**src/rtl/axi_lite_master_ctrl.sv**
```systemverilog
// AXI4-Lite master: turns single-cycle write/read requests into one AXI transaction
// at a time, with a per-phase watchdog that aborts a stalled transaction with SLVERR.
module axi_lite_master_ctrl #(
    parameter int ADDR_W  = 7,
    parameter int DATA_W  = 32,
    parameter int TIMEOUT = 255
) (
    input  logic                  clk,
    input  logic                  rst_n,
    input  logic                  wr_en,
    input  logic [ADDR_W-1:0]     wr_addr,
    input  logic [DATA_W-1:0]     wr_data,
    input  logic [DATA_W/8-1:0]   wr_strb,
    input  logic                  rd_en,
    input  logic [ADDR_W-1:0]     rd_addr,
    output logic                  busy,
    output logic                  wr_done,
    output logic                  rd_done,
    output logic [1:0]            resp,
    output logic                  timeout,
    output logic [DATA_W-1:0]     rd_data,
    output logic [ADDR_W-1:0]     m_axi_awaddr,
    output logic                  m_axi_awvalid,
    input  logic                  m_axi_awready,
    output logic [DATA_W-1:0]     m_axi_wdata,
    output logic [DATA_W/8-1:0]   m_axi_wstrb,
    output logic                  m_axi_wvalid,
    input  logic                  m_axi_wready,
    input  logic [1:0]            m_axi_bresp,
    input  logic                  m_axi_bvalid,
    output logic                  m_axi_bready,
    output logic [ADDR_W-1:0]     m_axi_araddr,
    output logic                  m_axi_arvalid,
    input  logic                  m_axi_arready,
    input  logic [DATA_W-1:0]     m_axi_rdata,
    input  logic [1:0]            m_axi_rresp,
    input  logic                  m_axi_rvalid,
    output logic                  m_axi_rready
);
    localparam int CNT_W = (TIMEOUT < 2) ? 1 : $clog2(TIMEOUT + 1);

    typedef enum logic [2:0] {IDLE, WR, WR_RESP, RD_ADDR, RD_DATA} state_t;

    state_t           state;
    logic [CNT_W-1:0] cnt;
    logic             aw_hs, w_hs, b_hs, ar_hs, r_hs, hs_any;
    logic             aw_ok, w_ok, expire;

    assign aw_hs  = m_axi_awvalid & m_axi_awready;
    assign w_hs   = m_axi_wvalid  & m_axi_wready;
    assign b_hs   = m_axi_bvalid  & m_axi_bready;
    assign ar_hs  = m_axi_arvalid & m_axi_arready;
    assign r_hs   = m_axi_rvalid  & m_axi_rready;
    assign hs_any = aw_hs | w_hs | b_hs | ar_hs | r_hs;

    // In WR a dropped valid means that channel already handshook.
    assign aw_ok  = !m_axi_awvalid || aw_hs;
    assign w_ok   = !m_axi_wvalid  || w_hs;
    assign expire = (cnt == CNT_W'(TIMEOUT - 1));
    assign busy   = (state != IDLE);

    always_ff @(posedge clk or negedge rst_n) begin
        if (!rst_n) begin
            state         <= IDLE;
            cnt           <= '0;
            wr_done       <= 1'b0;
            rd_done       <= 1'b0;
            timeout       <= 1'b0;
            resp          <= 2'b00;
            rd_data       <= '0;
            m_axi_awaddr  <= '0;
            m_axi_awvalid <= 1'b0;
            m_axi_wdata   <= '0;
            m_axi_wstrb   <= '0;
            m_axi_wvalid  <= 1'b0;
            m_axi_bready  <= 1'b0;
            m_axi_araddr  <= '0;
            m_axi_arvalid <= 1'b0;
            m_axi_rready  <= 1'b0;
        end else begin
            wr_done <= 1'b0;
            rd_done <= 1'b0;
            timeout <= 1'b0;
            if (state != IDLE && !hs_any && expire) begin
                // Watchdog abort: withdraw everything and report SLVERR.
                m_axi_awvalid <= 1'b0;
                m_axi_wvalid  <= 1'b0;
                m_axi_bready  <= 1'b0;
                m_axi_arvalid <= 1'b0;
                m_axi_rready  <= 1'b0;
                timeout       <= 1'b1;
                resp          <= 2'b10;
                if (state == WR || state == WR_RESP) wr_done <= 1'b1;
                else                                 rd_done <= 1'b1;
                cnt   <= '0;
                state <= IDLE;
            end else begin
                if (hs_any)             cnt <= '0;
                else if (state != IDLE) cnt <= cnt + 1'b1;
                case (state)
                    IDLE: begin
                        if (wr_en) begin
                            m_axi_awaddr  <= wr_addr;
                            m_axi_wdata   <= wr_data;
                            m_axi_wstrb   <= wr_strb;
                            m_axi_awvalid <= 1'b1;
                            m_axi_wvalid  <= 1'b1;
                            state         <= WR;
                        end else if (rd_en) begin
                            m_axi_araddr  <= rd_addr;
                            m_axi_arvalid <= 1'b1;
                            state         <= RD_ADDR;
                        end
                    end
                    WR: begin
                        if (aw_hs) m_axi_awvalid <= 1'b0;
                        if (w_hs)  m_axi_wvalid  <= 1'b0;
                        if (aw_ok && w_ok) begin
                            m_axi_bready <= 1'b1;
                            state        <= WR_RESP;
                        end
                    end
                    WR_RESP: begin
                        if (b_hs) begin
                            m_axi_bready <= 1'b0;
                            resp         <= m_axi_bresp;
                            wr_done      <= 1'b1;
                            state        <= IDLE;
                        end
                    end
                    RD_ADDR: begin
                        if (ar_hs) begin
                            m_axi_arvalid <= 1'b0;
                            m_axi_rready  <= 1'b1;
                            state         <= RD_DATA;
                        end
                    end
                    RD_DATA: begin
                        if (r_hs) begin
                            m_axi_rready <= 1'b0;
                            rd_data      <= m_axi_rdata;
                            resp         <= m_axi_rresp;
                            rd_done      <= 1'b1;
                            state        <= IDLE;
                        end
                    end
                    default: state <= IDLE;
                endcase
            end
        end
    end
endmodule

```
**config.mk**
```make
export PLATFORM = sky130hd
export DESIGN_NAME = axi_lite_master_ctrl
export DESIGN_NICKNAME = d
export VERILOG_FILES = /design/src/rtl/axi_lite_master_ctrl.sv
export SDC_FILE = /design/constraint.sdc
export NUM_CORES = 1
export LEC_CHECK = 0
export ABC_AREA = 0
export ABC_CLOCK_PERIOD_IN_PS = 2850
export CAP_MARGIN = 10
export CORE_MARGIN = 2
export CORE_UTILIZATION = 44
export DETAILED_ROUTE_END_ITERATION = 12
export PLACE_DENSITY = 0.9
export SYNTH_ARGS = -nofsm -noshare
export SYNTH_HDL_FRONTEND = slang
export SYNTH_SLANG_ARGS = --single-unit
```
**constraint.sdc**
```tcl
create_clock -name clk -period 2.85 [get_ports clk]
set_input_delay 0.57 -clock clk [delete_from_list [all_inputs] [get_ports clk]]
set_output_delay 0.57 -clock clk [all_outputs]
set_load 0.02 [all_outputs]
```
# Word level (Yosys, flattened, before mapping)
# Index checks and enable logic that the tools add are counted.
# Widths: inputs -> output; s select.
[totals]
register_bits = 103
input_bits = 95
out_inout_bits = 93
[classes]
n_addsub = 1
eq_ne = 15
n_mux = 44
n_bitwise = 11
n_reduce_logical = 27
[op_table]
columns = ["cell", "n"]
rows = [
  ["$mux 1", 24],
  ["$mux 8", 3],
  ["$ne 3x3->1 const B", 8],
  ["$mux 3", 7],
  ["$reduce_and 3->1", 7],
  ["$reduce_bool 3->1", 7],
  ["$pmux 3 s5", 1],
  ["$pmux 1 s2", 5],
  ["$add 8x1->8 const B", 1],
  ["$eq 8x8->1 const B", 1],
  ["$reduce_and 4->1", 2],
  ["$eq 3x2->1 const B", 2],
  ["$mux 2", 3],
  ["$and 1x1->1", 5],
  ["$reduce_and 5->1", 1],
  ["$ne 4x4->1 const B", 1],
  ["$or 1x1->1", 4],
  ["$pmux 2 s2", 1],
  ["$eq 3x1->1 const B", 1],
  ["$eq 3x3->1 const B", 1],
  ["$logic_and 1x1->1", 3],
  ["$logic_not 1->1", 3],
  ["$logic_not 3->1", 1],
  ["$logic_or 1x1->1", 3],
  ["other kinds (2)", 3],
]

# Longest topological paths before layout
[logic_depth]
depth_word = 10
mapped_depth = 7
ltp_nobuf = 6

# Least setup slack after synthesis
# No wires, ideal clock.
[synth_timing]
path_kind = "in2reg"
startpoint = "input m_axi_wready"
endpoint = "register cnt[3]"
setup_time_ns = 0.083
arrival_ns = 1.723
required_ns = 2.767
slack_ns = 1.044
cell_stages = 4
path_cell_list = "a222oi_1 > nand3_2 > or3_1 > o21ai_0"
[synth_between]
elab_chain_cells = 9
word_cells_on_any_way = 11
[synth_lines]
columns = ["element", "line_no", "rtl"]
rows = [
  ["start: declaration", "28", "input logic m_axi_wready,"],
  ["$and 1x1->1 *", "50", "assign w_hs = m_axi_wvalid & m_axi_wready;"],
  ["$or 1x1->1 * (4 in series)", "54", "assign hs_any = aw_hs | w_hs | b_hs | ar_hs | r_hs;"],
  ["$logic_not 1->1", "84", "if (state != IDLE && !hs_any && expire) begin"],
  ["$logic_and 1x1->1 (2 in series)", "84", ""],
  ["$reduce_bool 3->1 (no line) / $mux 8 (equally long branches)", "--", ""],
  ["end signal: assignment", "99", "else if (state != IDLE) cnt <= cnt + 1'b1;"],
  ["end: declaration", "45", "logic [CNT_W-1:0] cnt;"],
]
# Every way passes the cells marked *; elsewhere a longest branch is shown, timed or not.
# A chain may end at the register's enable or synchronous reset.

# Final worst setup path
[layout_timing]
startpoint = "register state[0]"
endpoint = "output busy"
[layout_between]
elab_chain_cells = 1
[layout_lines]
columns = ["element", "line_no", "rtl"]
rows = [
  ["start: declaration", "44", "state_t state;"],
  ["start signal: assignment", "64", "state <= IDLE;"],
  ["start signal: assignment", "96", "state <= IDLE;"],
  ["start signal: assignment", "108", "state <= WR;"],
  ["$reduce_bool 3->1", "60", "assign busy = (state != IDLE);"],
  ["end: declaration", "16", "output logic busy,"],
]
# Every way passes these cells.

==> out/results.ini <==
[status]
status=finished clean

[synthesis]
yosysMostFrequentCell=dfrtp_1
yosys.cell_types.count=41
netlist_instances=306
ys_ff_latch=103
synth_edf_count=0
synth-seq-area-share_pct=61.1
avgSynthCellArea_sq_um=13.8
synth.top_cell.area_share_pct=61.1
synth_area_sq_um=4220
synth_commonest_cells=103 x dfrtp_1, 83 x mux2_2, 18 x o21ai_0, 17 x nand2_1, 10 x inv_1
synth_warnings=0
syn_nets=403
synth_area_leaders=dfrtp_1 61%, mux2_2 22%, o21ai_0 2.1%
synthArstFlopShare_pct=100
synth-main-ff-cell=dfrtp_1
yosysTopAreaCell=dfrtp_1

[floorplan]
start_util_pct=45.4
die_area_sq_um=10400
die_h_um=102
num_rows=35
chipWidth_um=102
coreArea_sq_um=9280
ioPinCount=188

[clock_network]
clk_latency_ps=360
cts_setup_buffers=0
clockBufferDepth=2
htreeDepth=3
cts_tree=yes
root_buffer=clkbuf_8
ctsResizeCount=0
cts.sinks=103
cts.clk_slew.worst_paths_ps=110
holdBufCountCts=0
cts_buffers=9

[drt]
wl_mm=10.5
viasPerCell=5.02
vias=3156
dr.pass1.iters=4
drc=0
drtIter0Drc=109
wl_per_cell_um=16.6
postRouteAntennaNets=0

[critical_path]
worst_setup_path_start_kind=flip-flop
cp-end-kind=primary output
cp_cell_sequence=nor3_2 -> inv_1 -> clkdlybuf4s50_1
critPathSlowestCell=clkdlybuf4s50_1
crit_type=reg -> out
cp_max_fo=14
r2r-start=state[0]
cp_num_buf_inv=2
crit_arrival_ps=1980
path_delay_family=buffers and inverters
cp_slowest_stage_delay_ps=570
crit_start=state[0]
crit_required_ps=2280

[sta]
finalCritPeriodShare_pct=89.5
fmax_ghz=0.392
holdWs_ps=175
setup_viol=0
rsz0062_at_grt=false
min_period_ps=2550
relSlewSlack_pct=58.6
worstMarginPinSlew_ps=621
slew_violations=0
clock_skew_ps=18.3
hold_viol=0
setup_tns_ps=0

[cells_and_area]
antenna_cells=0
area_growth_pct=52.0
drive_above_1_share_pct=22.8
layout.nets=592
finish.utilization_pct=69.1

[grt]
first_global_vias=3302
grt_max_degree=65
track_usage_pct=20.0
overflow=0
antenna_found_initial=0
grt_pass1_wl_mm=16.2

[power_and_ir_drop]
p_leak_nw=2.70
ir_worst_vdd_mv=0.477
power_density_nw_per_um2=1020
power.total_mw=6.54

[placed_design]
routabilityCongestion=0.826
hpwl_mm=7.94
port-buffer-count=187

[worst_hold_path]
hold_class=in -> async

[flow_run]
maxCapViolCount=0

cells by family after synthesis:
| group | Yosys count | synth area share [%] |
|---|---|---|
| flops | 103 | 61.1 |
| mux | 85 | 22.6 |
| xor+xnor | 3 | 0.623 |
| simple gates | 53 | 7.12 |
| buf+inv | 23 | 2.55 |
| fa+ha+maj | 2 | 0.593 |
| compound gates | 37 | 5.40 |
metal layers:
| layer | GRT usage [%] | routed length, um | up-vias |
|---|---|---|---|
| met5 | 0 | 0 | - |
| met3 | 6.22 | 886 | 16 |
| li1 | - | - | 1462 |
| met1 | 24.1 | 4080 | 1530 |
| met2 | 34.7 | 5280 | 148 |
| met4 | 6.15 | 221 | 0 |
cells in the final DEF (no fill, tap or decap), types with 3 or more instances in the layout:
cell and n:
o21ai_0 18, clkdlybuf4s50_1 186, dfrtp_1 103, nand4_1 4, a31oi_1 3, nor2_1 4
clkbuf_8 10, nand3_1 5, nand2_1 17, inv_1 10, a21oi_1 5, mux2_2 83
nor2b_1 3, buf_4 4
power by group:
part           internal (mW)  switching (mW)  leakage, nW
combinational           1.72            1.50         1.31
clock                  0.355           0.518       0.0952
sequential              2.07           0.387         1.30
total                   4.14            2.40         2.70
through the flow:
step,instances,cell area [sq um],setup WS (ps)
2_1_floorplan,306,4220,1040
3_3_place_gp,613,6230,472
3_5_place_dp,613,6230,403
4_1_cts,629,6410,299
5_1_grt,629,6410,198
6_report,629,6410,300
cell type report:
| type | count | area (sq um) |
|---|---|---|
| multi-input cells | 180 | 1540 |
| clock inverters | 6 | 50.0 |
| repair buffers | 191 | 1910 |
| flip-flops and latches | 103 | 2580 |
| inverters | 10 | 37.5 |
| fillers | 695 | 2870 |
| clock buffers | 10 | 138 |
| well taps | 129 | 161 |
registers in the layout, summed over array words and instances, names as in the netlist:
signal	count
wr_done	1
m_axi_wvalid	1
m_axi_awaddr	7
m_axi_wstrb	4
state	3
m_axi_araddr	7
m_axi_rready	1
cnt	8
resp	2
m_axi_wdata	32
m_axi_bready	1
rd_data	32
m_axi_awvalid	1
timeout	1
rd_done	1
m_axi_arvalid	1
final timing paths:
kind,endpoint,slack (ps),depth (start not counted)
max,busy,300,3
min,m_axi_awaddr[0],180,1
max reg2reg,m_axi_wstrb[0],760,4
min reg2reg,m_axi_araddr[6],510,1
max in group asynchronous,m_axi_awaddr[5],1920,2
min in group clk,m_axi_araddr[6],510,1
(Power assumes the default switching activity.)
